<file path="src/rtl/uart_cmd_wrapper_if.sv">
// Command/response handshake bundle between the UART command wrapper
// (slave side) and the command processor (master side).
//
// Handshake semantics:
//   cmd_rdy is a level valid: when high, cmd holds a complete command and
//   stays stable until the next pair completes. The consumer acknowledges
//   with a 1-clk clr_cmd_rdy pulse. send_resp is a 1-clk request that is
//   accepted only while the transmitter is idle; resp_sent drops on
//   acceptance and rises again once the stop bit has been fully driven.
interface uart_cmd_wrapper_if;
  logic [15:0] cmd;
  logic        cmd_rdy;
  logic        clr_cmd_rdy;
  logic [7:0]  resp;
  logic        send_resp;
  logic        resp_sent;

  modport master (
    input  cmd,
    input  cmd_rdy,
    input  resp_sent,
    output clr_cmd_rdy,
    output resp,
    output send_resp
  );

  modport slave (
    output cmd,
    output cmd_rdy,
    output resp_sent,
    input  clr_cmd_rdy,
    input  resp,
    input  send_resp
  );
endinterface

</file>
<file path="src/rtl/uart_cmd_wrapper.sv">
// Knight-side UART command link: 8N1 receiver that pairs bytes (high first)
// into a 16-bit command, plus an independent 8N1 response transmitter.
// Optional feature macro: CMD_TIMEOUT_EN (discard a lone high byte when the
// low byte does not arrive within TIMEOUT_CLKS clocks).
// debug_state = {pair_state, rx_state[1:0], tx_state}.
module uart_cmd_wrapper #(
  parameter int CLKS_PER_BIT = 2604
`ifdef CMD_TIMEOUT_EN
  , parameter int TIMEOUT_CLKS = 2000000
`endif
) (
  input  logic                clk,
  input  logic                rst_n,
  input  logic                RX,
  output logic                TX,
  uart_cmd_wrapper_if.slave   bus,
  output logic [3:0]          debug_state
);

  localparam int CW = $clog2(CLKS_PER_BIT + 1);
  localparam logic [CW-1:0] HALF_BIT = CW'(CLKS_PER_BIT / 2);
  localparam logic [CW-1:0] FULL_BIT = CW'(CLKS_PER_BIT - 1);

  typedef enum logic [1:0] {RX_IDLE, RX_START, RX_DATA, RX_STOP} rx_state_t;
  typedef enum logic {WAIT_HI, WAIT_LO} pair_state_t;
  typedef enum logic {TX_IDLE, TX_TRANSMIT} tx_state_t;

  // ---------------- RX path ----------------
  logic            rx_meta;
  logic            rx_sync;
  logic            rx_prev;
  logic            rx_fall;
  rx_state_t       rx_state;
  logic [CW-1:0]   rx_cnt;
  logic [2:0]      rx_bit;
  logic [7:0]      rx_shift;
  logic            rx_tick;
  logic            byte_done;
  logic            start_det;

  // Two-flop synchronizer for the asynchronous RX line, plus a history flop
  // for falling-edge detection. Reset to idle-high so reset never fakes a start.
  always_ff @(posedge clk) begin
    if (!rst_n) begin
      rx_meta <= 1'b1;
      rx_sync <= 1'b1;
      rx_prev <= 1'b1;
    end else begin
      rx_meta <= RX;
      rx_sync <= rx_meta;
      rx_prev <= rx_sync;
    end
  end

  assign rx_fall   = rx_prev & ~rx_sync;
  assign rx_tick   = (rx_cnt == '0);
  assign start_det = (rx_state == RX_IDLE) && rx_fall;
  // A good byte is reported in the same cycle its stop bit is sampled high.
  assign byte_done = (rx_state == RX_STOP) && rx_tick && rx_sync;

  // RX bit engine: half-bit wait to reach mid start bit, then full-bit steps.
  always_ff @(posedge clk) begin
    if (!rst_n) begin
      rx_state <= RX_IDLE;
      rx_cnt   <= '0;
      rx_bit   <= '0;
      rx_shift <= '0;
    end else begin
      case (rx_state)
        RX_IDLE: begin
          if (rx_fall) begin
            rx_cnt   <= HALF_BIT;
            rx_state <= RX_START;
          end
        end
        default: begin
          if (!rx_tick) begin
            rx_cnt <= rx_cnt - 1'b1;
          end else begin
            rx_cnt <= FULL_BIT;
            case (rx_state)
              RX_START: begin
                // Line must still be low mid start bit, otherwise it was a glitch.
                if (!rx_sync) begin
                  rx_bit   <= '0;
                  rx_state <= RX_DATA;
                end else begin
                  rx_state <= RX_IDLE;
                end
              end
              RX_DATA: begin
                rx_shift <= {rx_sync, rx_shift[7:1]};
                if (rx_bit == 3'd7) begin
                  rx_state <= RX_STOP;
                end else begin
                  rx_bit <= rx_bit + 1'b1;
                end
              end
              default: begin
                // Stop bit sampled; a low stop bit simply drops the byte.
                rx_state <= RX_IDLE;
              end
            endcase
          end
        end
      endcase
    end
  end

  // ---------------- Pairing FSM ----------------
  pair_state_t  pair_state;
  logic [7:0]   hi_byte;
  logic [15:0]  cmd_q;
  logic         cmd_rdy_q;
  logic         timeout_hit;

`ifdef CMD_TIMEOUT_EN
  localparam int TW = $clog2(TIMEOUT_CLKS + 1);
  localparam logic [TW-1:0] TMO_LAST = TW'(TIMEOUT_CLKS - 1);
  logic [TW-1:0] tmo_cnt;

  assign timeout_hit = (pair_state == WAIT_LO) && !byte_done && (tmo_cnt == TMO_LAST);

  // Gap timer: runs only while a high byte is waiting for its partner.
  always_ff @(posedge clk) begin
    if (!rst_n) begin
      tmo_cnt <= '0;
    end else if ((pair_state == WAIT_LO) && !byte_done && !timeout_hit) begin
      tmo_cnt <= tmo_cnt + 1'b1;
    end else begin
      tmo_cnt <= '0;
    end
  end
`else
  assign timeout_hit = 1'b0;
`endif

  // Byte pairing: high byte first, command published when the low byte lands.
  always_ff @(posedge clk) begin
    if (!rst_n) begin
      pair_state <= WAIT_HI;
      hi_byte    <= '0;
      cmd_q      <= '0;
      cmd_rdy_q  <= 1'b0;
    end else begin
      case (pair_state)
        WAIT_HI: begin
          if (byte_done) begin
            hi_byte    <= rx_shift;
            pair_state <= WAIT_LO;
          end
        end
        WAIT_LO: begin
          if (byte_done) begin
            cmd_q      <= {hi_byte, rx_shift};
            pair_state <= WAIT_HI;
          end else if (timeout_hit) begin
            pair_state <= WAIT_HI;
          end
        end
        default: pair_state <= WAIT_HI;
      endcase

      // Completion of a new command beats a same-cycle clear.
      if ((pair_state == WAIT_LO) && byte_done) begin
        cmd_rdy_q <= 1'b1;
      end else if (bus.clr_cmd_rdy || (start_det && (pair_state == WAIT_HI))) begin
        cmd_rdy_q <= 1'b0;
      end
    end
  end

  // ---------------- TX path ----------------
  tx_state_t      tx_state;
  logic [9:0]     tx_shift;
  logic [CW-1:0]  tx_cnt;
  logic [3:0]     tx_bit;
  logic           tx_line;
  logic           resp_sent_q;

  // TX engine: frame {stop, data, start} shifted out LSB first, one bit per
  // CLKS_PER_BIT clocks; requests during a frame are dropped.
  always_ff @(posedge clk) begin
    if (!rst_n) begin
      tx_state    <= TX_IDLE;
      tx_shift    <= '1;
      tx_cnt      <= '0;
      tx_bit      <= '0;
      tx_line     <= 1'b1;
      resp_sent_q <= 1'b0;
    end else begin
      case (tx_state)
        TX_IDLE: begin
          tx_line <= 1'b1;
          if (bus.send_resp) begin
            tx_shift    <= {1'b1, bus.resp, 1'b0};
            tx_line     <= 1'b0;
            tx_cnt      <= FULL_BIT;
            tx_bit      <= '0;
            resp_sent_q <= 1'b0;
            tx_state    <= TX_TRANSMIT;
          end
        end
        default: begin
          if (tx_cnt != '0) begin
            tx_cnt <= tx_cnt - 1'b1;
          end else if (tx_bit == 4'd9) begin
            tx_line     <= 1'b1;
            resp_sent_q <= 1'b1;
            tx_state    <= TX_IDLE;
          end else begin
            tx_bit   <= tx_bit + 1'b1;
            tx_shift <= {1'b1, tx_shift[9:1]};
            tx_line  <= tx_shift[1];
            tx_cnt   <= FULL_BIT;
          end
        end
      endcase
    end
  end

  assign TX            = tx_line;
  assign bus.cmd       = cmd_q;
  assign bus.cmd_rdy   = cmd_rdy_q;
  assign bus.resp_sent = resp_sent_q;
  assign debug_state   = {pair_state, rx_state, tx_state};

endmodule
</file>
<file path="src/flat_wrapper.sv">
// flat-port wrapper written by rule: the top's interface ports become plain ports
module uart_cmd_wrapper_flat 
#(
  parameter int CLKS_PER_BIT = 2604

)
  (clk, rst_n, RX, TX, debug_state, bus_cmd, bus_cmd_rdy, bus_resp_sent, bus_clr_cmd_rdy, bus_resp, bus_send_resp);
  uart_cmd_wrapper_if bus_i ();
  input  logic clk;
  input  logic rst_n;
  input  logic RX;
  output logic TX;
  output logic [3:0] debug_state;
  output wire logic [$bits(bus_i.cmd)-1:0] bus_cmd;
  output wire logic [$bits(bus_i.cmd_rdy)-1:0] bus_cmd_rdy;
  output wire logic [$bits(bus_i.resp_sent)-1:0] bus_resp_sent;
  input wire logic [$bits(bus_i.clr_cmd_rdy)-1:0] bus_clr_cmd_rdy;
  input wire logic [$bits(bus_i.resp)-1:0] bus_resp;
  input wire logic [$bits(bus_i.send_resp)-1:0] bus_send_resp;
  assign bus_cmd = bus_i.cmd;
  assign bus_cmd_rdy = bus_i.cmd_rdy;
  assign bus_resp_sent = bus_i.resp_sent;
  assign bus_i.clr_cmd_rdy = bus_clr_cmd_rdy;
  assign bus_i.resp = bus_resp;
  assign bus_i.send_resp = bus_send_resp;
  uart_cmd_wrapper #(.CLKS_PER_BIT(CLKS_PER_BIT)) u_core (.clk(clk), .rst_n(rst_n), .RX(RX), .TX(TX), .bus(bus_i), .debug_state(debug_state));
endmodule
</file>
<file path="config.mk">
export PLATFORM = sky130hd
export DESIGN_NAME = uart_cmd_wrapper_flat
export DESIGN_NICKNAME = d
export VERILOG_FILES = /design/src/rtl/uart_cmd_wrapper_if.sv /design/src/rtl/uart_cmd_wrapper.sv /design/src/flat_wrapper.sv
export SDC_FILE = /design/constraint.sdc
export NUM_CORES = 1
export LEC_CHECK = 0
export ABC_AREA = 1
export CAP_MARGIN = 20
export CORE_MARGIN = 5
export CORE_UTILIZATION = 50
export CTS_CLUSTER_SIZE = 24
export DETAILED_ROUTE_END_ITERATION = 8
export PLACE_DENSITY = 0.73
export SETUP_SLACK_MARGIN = 0.4
export SYNTH_ARGS = -nofsm -noshare
export SYNTH_HDL_FRONTEND = slang
export SYNTH_SLANG_ARGS = --single-unit
</file>
<file path="constraint.sdc">
create_clock -name clk -period 5.5 [get_ports clk]
set_input_delay 1.1 -clock clk [delete_from_list [all_inputs] [get_ports clk]]
set_output_delay 1.1 -clock clk [all_outputs]
set_load 0.01 [all_outputs]
</file>
==> results.md, run 1 <==
- WL per Instance: 11.8 um
- Peak VDD IR: 274 uV
- GR Util met3: 2.71%
- Startpoint Class: primary input
- Placed Cells: 663
- #FFs+latches synth: 81
- # IOs: 36
- Die Area: 9600 um2
- DIE WIDTH: 98.0 um
- Fin cells: 679
- Number of flops mapped to enable cells by yosys: 0
- Area leader, netlist: dfxtp_1
- Clk sinks: 81
- Slew headroom: 33.9%
- Primary FF master, synth: dfxtp_1
- Placement Rows: 32
- Final Cycle Share: 57.7%
- Count of hold-fix buffers inserted at cts: 0
- Static Leak: 1.96 nW
- Drt total wl: 8.04 mm
- RSZ-0062 raised after global routing: no
- # H-tree levels: 3
- Slowest-stage cell, CP: clkinv_1
- Initial cell density of the core: 50.6%
- Mapped Cells: 548
- TNS Setup: 0 ns
- Worst path cell trace: clkdlybuf4s50_1 -> buf_4 -> clkinv_1 -> or2_2
- Number of CTS-inserted buffers: 9
- M1 GR Usage: 23.1%
- Syn avg cell area: 7.06 um2
- Max clock buf depth: 2
- Critical path type: primary input to flip-flop
- Pwr dens: 454 nW/um2
- Min setup slack post-route: 2.32 ns
- Setup violators final: 0
- Share of layout cells above drive strength 1: 5.20%
- Max_cap viols: 0
- Clk root buf: clkbuf_8
- Worst min-delay path class: flip-flop to flip-flop
- DPL Wire Length: 5.38 mm
- Max incr delay on CP: 0.87 ns
- Area Overhead vs Synth: 14.1%
- HP Start: u_core.rx_meta$_SDFF_PN1_
- Detailed Routing Iterations Pass 1: 5
- Overflow after GRT: 0
- Post-cts sizing count: 0
- Core ar.: 7650 um2
- Endpoints failing hold: 0
- Status: finished, final reports clean
- Count of cell types in the netlist: 31
- CP required: 5.73 ns
- Crit path launch: rst_n
- Routed Antenna Nets: 0
- Data arrival, critical path: 3.40 ns
- Max FO, Critical Path: 47
- Cell Area, Synth: 3870 um2
- First-pass GRT wire length: 14.3 mm
- Total GRT Usage: 17.4%
- Tightest Pin Transition: 0.990 ns
- GRT Max-Usage Layer: met2
- Post-synthesis sequential area ratio: 41.9%
- # fillers: 732
- Worst setup EP type: flip-flop
- Period minus WS final: 3.18 ns
- DRC: 0
- Top cell type's share of synthesized area: 41.9%
- Syn. warnings: 0
- Ys async rst share: 0%
- Clock skew: 0.0110 ns
- GP Congestion: 0.864
- Vias post-DR: 3453
- DP Worst Slack: 1.95 ns
- Total nets after synthesis: 575
- Grt met2 use: 28.7%
- Initial antenna violation count: 0
- Largest net degree at the start of global routing: 48
- Slew Limit Fails: 0
- Clock latency on the worst-skew pair: 0.35 ns
- Vias/cell: 5.09
- Vias in the first global route: 3231
- Die height: 98.0 um
- Clock-pin slew on the worst setup and hold paths: 0.08 ns
- Post-CTS Setup Bufs: 0
- CTS tree: built
- Nets: 599
- Ranking of synthesized cells by area: dfxtp_1 (42%), nand2_1 (11%), a21oi_1 (7.2%)
- RR Startpoint: u_core.rx_cnt[0]$_SDFFE_PN0P_
- Peak Freq: 315 MHz
- DR iter-0 viols: 121
- Diode count: 0
- Port Buffer Count: 35
-- state kept, by name, summed over array words and instances (netlist names), 3 cells and up --
name and count:
u_core.hi_byte 8, u_core.rx_cnt 12, u_core.rx_shift 8, u_core.rx_bit 3, u_core.tx_cnt 12, u_core.tx_shift 8
u_core.bus.cmd 16, u_core.tx_bit 4
-- where the power goes --
| part | leakage, nW | switching (mW) | internal [mW] | total (mW) |
|---|---|---|---|---|
| combinational | 1.21 | 0.540 | 0.298 | 0.837 |
| sequential | 0.661 | 0.0755 | 0.676 | 0.751 |
| clock | 0.0870 | 0.232 | 0.182 | 0.413 |
| total | 1.96 | 0.847 | 1.16 | 2.00 |
-- final cells by class --
type                            instances  area, um2  share of cell area [%]
Inverter                               60        225                    5.10
Sequential cell                        81       1620                    36.7
Tap cell                              102        128                    2.89
Timing Repair Buffer                   36        358                    8.11
Clock buffer                           10        138                    3.12
Clock inverter                          6       51.3                    1.16
Multi-Input combinational cell        384       1890                    42.9
-- synth_stat cells (2+ instances only) --
cell type	number
clkbuf_1	13
xnor2_1	2
buf_4	3
inv_2	2
nand2_4	2
nor3_1	2
nand4_1	9
o21ai_1	4
o21bai_1	2
nand3b_1	2
buf_2	4
a21oi_1	56
o21ai_0	37
or2_2	2
xor2_1	6
buf_6	2
ha_1	14
nor2_1	70
dfxtp_1	81
nor2_2	2
nand3_1	49
nand2_1	118
inv_1	57
a21oi_2	2
-- worst max-delay path: cells and delay by family --
kind | cells | cell delay (ns)
and+or+nand+nor | 1 | 0.60
buffers and inverters | 3 | 1.68
-- logic make-up (layout without fill, tap and decap cells) --
| logic type | Yosys count | in the layout | synth area share, % |
|---|---|---|---|
| buf+inv | 83 | 112 | 9.15 |
| fa+ha+maj | 14 | 14 | 4.53 |
| flops | 81 | 81 | 41.9 |
| xor+xnor | 8 | 8 | 1.81 |
| compound gates | 103 | 103 | 13.8 |
| simple gates | 259 | 259 | 28.8 |
-- path summary, 6_finish.rpt --
path | cells past startpoint | slack [ns] | end
max | 4 | 2.32 | u_core.rx_sync$_SDFF_PN1_
min | 1 | 0.43 | u_core.rx_sync$_SDFF_PN1_
max reg2reg | 10 | 3.04 | u_core.bus.cmd[15]$_SDFFE_PN0P_
min reg2reg | 1 | 0.43 | u_core.rx_sync$_SDFF_PN1_
-- layer usage --
metal  wire, um  share of wire (%)  up-vias
met1       3920                 49     1565
met4        101                1.3        0
li1           -                  -     1810
met3        304                3.8        7
met5          0                  0        -
met2       3720                 46       71
-- stage by stage --
step / utilization (%) / power [mW] / area, um2 / hold slack (ns)
after floorplan: - / 1.42 / 3870 / 0.393
after global placement: 55.3 / 1.57 / 4230 / 0.403
after detailed placement: 55.3 / 1.59 / 4230 / 0.404
after CTS: 57.7 / 2.01 / 4410 / 0.429
after global routing: 57.7 / 2.20 / 4410 / 0.442
final: 57.7 / 2.00 / 4410 / 0.426
-- cells in the final DEF, fill, tap and decap left out, types with 10 or more instances in the layout --
| cell | count |
|---|---|
| nand2_1 | 118 |
| dfxtp_1 | 81 |
| nor2_1 | 70 |
| inv_1 | 57 |
| a21oi_1 | 56 |
| nand3_1 | 49 |
| o21ai_0 | 37 |
| clkdlybuf4s50_1 | 35 |
| ha_1 | 14 |
| clkbuf_8 | 10 |
No activity file was read; power rests on OpenSTA's default activity.
==> run 2: changes to the inputs <==
- PLACE_DENSITY: 0.73 -> 0.76
- clock period: 5.5 -> 2.64 ns (I/O delays scaled with it)
==> run 2 against run 1 <==
  * Core utilization increased by 0.83 points
  * Global-route usage grew 0.48 points
  * Flip-flop and latch count did not move
  * Critical endpoint is now u_core.bus.cmd[5]$_SDFFE_PN0P_
==> results.md, run 2 (synthesized netlist as in run 1, its figures left out) <==
- Reg power frac: 36.6% (was 37.5%)
- Clock latency on the worst-skew pair: 0.35 ns (about the same)
- Pwr Total: 4.27 mW (was 2.00 mW)
- Data arrival, critical path: 2.34 ns (was 3.40 ns)
- WP buf/inv: 2 (was 3)
- Clock skew: 0.00993 ns (was 0.0110 ns)
- Switching Share: 41.2% (was 42.3%)
- DIE WIDTH: 98.0 um (unchanged)
- GP Congestion: 0.857 (was 0.864)
- Peak VDD IR: 1050 uV (was 274 uV)
- Number of flip-flops in the largest register: 16 (unchanged)
- Initial cell density of the core: 50.6% (unchanged)
- RR Startpoint: u_core.rx_cnt[0]$_SDFFE_PN0P_ (unchanged)
- Crit path max-delay family: adder cells (was buffers and inverters)
- CP required: 2.91 ns (was 5.73 ns)
- DPL Wire Length: 5.79 mm (was 5.38 mm)
- Hold_ws: 0.446 ns (was 0.426 ns)
- Setup violators final: 0 (unchanged)
- Core ar.: 7650 um2 (unchanged)
- Critical path type: flip-flop to flip-flop (was primary input to flip-flop)
- Drt total wl: 8.22 mm (was 8.04 mm)
- Pwr dens: 953 nW/um2 (was 454 nW/um2)
- Area Overhead vs Synth: 15.8% (was 14.1%)
- Die height: 98.0 um (unchanged)
- Die Area: 9600 um2 (unchanged)
- Overflow after GRT: 0 (unchanged)
- DRC: 0 (unchanged)
- Largest net degree at the start of global routing: 47 (was 48)
- Max FO, Critical Path: 15 (was 47)
- CTS tree: built (unchanged)
- DR iter-0 viols: 134 (was 121)
- Psw: 1.76 mW (was 847 uW)
- Routed Antenna Nets: 0 (unchanged)
- Share of layout cells above drive strength 1: 6.36% (was 5.20%)
- Int Pwr: 2.51 mW (was 1.16 mW)
- Initial antenna violation count: 0 (unchanged)
- Min setup slack post-route: 0.574 ns (was 2.32 ns)
- Total GRT Usage: 17.8% (was 17.4%)
- Most frequent cells in the layout: nand2_1 (118), dfxtp_1 (80), nor2_1 (70) (was nand2_1 (118), dfxtp_1 (81), nor2_1 (70))
- Final Cycle Share: 78.3%
- Vias post-DR: 3528 (was 3453)
- Worst min-delay path class: flip-flop to flip-flop (unchanged)
- Max incr delay on CP: 0.36 ns (was 0.87 ns)
- Worst setup EP type: flip-flop (unchanged)
- Number of CTS-inserted buffers: 9 (unchanged)
- HP Start: u_core.rx_meta$_SDFF_PN1_ (unchanged)
- Nets: 604 (was 599)
- Tightest Pin Transition: 0.530 ns (was 0.990 ns)
- Slew headroom: 64.7% (was 33.9%)
- Period minus WS final: 2.07 ns
- Vias in the first global route: 3368 (was 3231)
- Clk sinks: 81 (unchanged)
- Diode count: 0 (unchanged)
- # IOs: 36 (unchanged)
- Slowest-stage cell, CP: ha_2 (was clkinv_1)
- DP Area: 4260 um2 (was 4230 um2)
- Clock-pin slew on the worst setup and hold paths: 0.09 ns (was 0.08 ns)
- Max_cap viols: 0 (unchanged)
- Clk root buf: clkbuf_8 (unchanged)
- RSZ-0062 raised after global routing: yes (was no)
- Status: finished, final reports clean (unchanged)
- # H-tree levels: 3 (unchanged)
- Crit path launch: u_core.rx_cnt[0]$_SDFFE_PN0P_ (was rst_n)
- Clock power share: 22.5% (was 20.6%)
- Slew Limit Fails: 0 (unchanged)
- Worst path cell trace: inv_1 -> ha_1 -> nand2_1 -> nor2_1 -> nand2_1 -> nor2_1 -> ha_2 -> buf_4 -> o21ai_0 -> a21oi_1 (was clkdlybuf4s50_1 -> buf_4 -> clkinv_1 -> or2_2)
- Count of hold-fix buffers inserted at cts: 0 (unchanged)
- Max clock buf depth: 2 (unchanged)
- DP Worst Slack: 0.514 ns (was 1.95 ns)
- Combinational power share: 40.9% (was 41.8%)
- Placement Rows: 32 (unchanged)
- Vias/cell: 5.16 (was 5.09)
- Final instance area: 4480 um2 (was 4410 um2)
- # fillers: 700 (was 732)
- Most common cell after layout, fill and taps aside: nand2_1 (unchanged)
- Peak Freq: 484 MHz
- Startpoint Class: flip-flop (was primary input)
- Static Leak: 2.00 nW (was 1.96 nW)
- Post-CTS Setup Bufs: 0 (unchanged)
- Endpoints failing hold: 0 (unchanged)
- First-pass GRT wire length: 14.5 mm (was 14.3 mm)
- Detailed Routing Iterations Pass 1: 4 (was 5)
- Port Buffer Count: 35 (unchanged)
- WL per Instance: 12.0 um (was 11.8 um)
- TNS Setup: 0 ns (unchanged)
[run 2: worst reg2reg max path: cells and delay by family, from the launching register on]
kind / cells / cell delay, ns
AND/OR/NAND/NOR: 4 / 0.49
adder cells (fa/ha/maj): 2 / 0.55
flip-flops: 1 / 0.31
AO/OA/AOI/OAI: 2 / 0.27
buffers and inverters: 2 / 0.37
[run 2: per-stage QoR]
stage | util [%] | cells
6_report | 58.6 | 684
5_1_grt | 58.6 | 684
3_3_place_gp | 55.7 | 668
3_5_place_dp | 55.7 | 668
4_1_cts | 58.5 | 684
2_1_floorplan | - | 548
[run 2: per-layer routing]
metal	global-route usage, %	part of all wire, %	routed length, um	vias up
met5	0	0	0	-
met4	6.28	1.5	127	0
met3	4.36	4.1	340	13
met2	31.2	50	4090	69
met1	21.3	44	3650	1622
li1	-	-	-	1824
[run 2: timing repair]
item,in CTS,in global routing
endpoints found under the hold margin,0,0
resized for setup,0,2
endpoints found under the setup margin,0,21
[run 2: layout make-up]
cell class                 count  area [um2]  area share [%]
multi-input combinational    384        1900            42.3
sequential                    81        1620            36.2
timing repair buffer          41         395            8.83
inverter                      60         225            5.03
clock buffer                  10         138            3.07
tap                          102         128            2.85
clock inverter                 6        73.8            1.65
[run 2: path summary, 6_finish.rpt]
check,end,cells after the start,slack [ns]
min reg2reg,u_core.rx_sync$_SDFF_PN1_,1,0.45
max,u_core.bus.cmd[5]$_SDFFE_PN0P_,10,0.57
max reg2reg,u_core.bus.cmd[5]$_SDFFE_PN0P_,10,0.57
min,u_core.rx_sync$_SDFF_PN1_,1,0.45
[run 2: power groups by stage]
| stage | Clock, mW | Combinational (mW) | Sequential [mW] |
|---|---|---|---|
| finish | 0.958 | 1.75 | 1.56 |
| detailed placement | 0 | 1.73 | 1.59 |
| global route | 1.04 | 2.04 | 1.59 |
| CTS | 0.978 | 1.75 | 1.56 |
| floorplan | 0 | 1.41 | 1.55 |
| global placement | 0 | 1.69 | 1.58 |
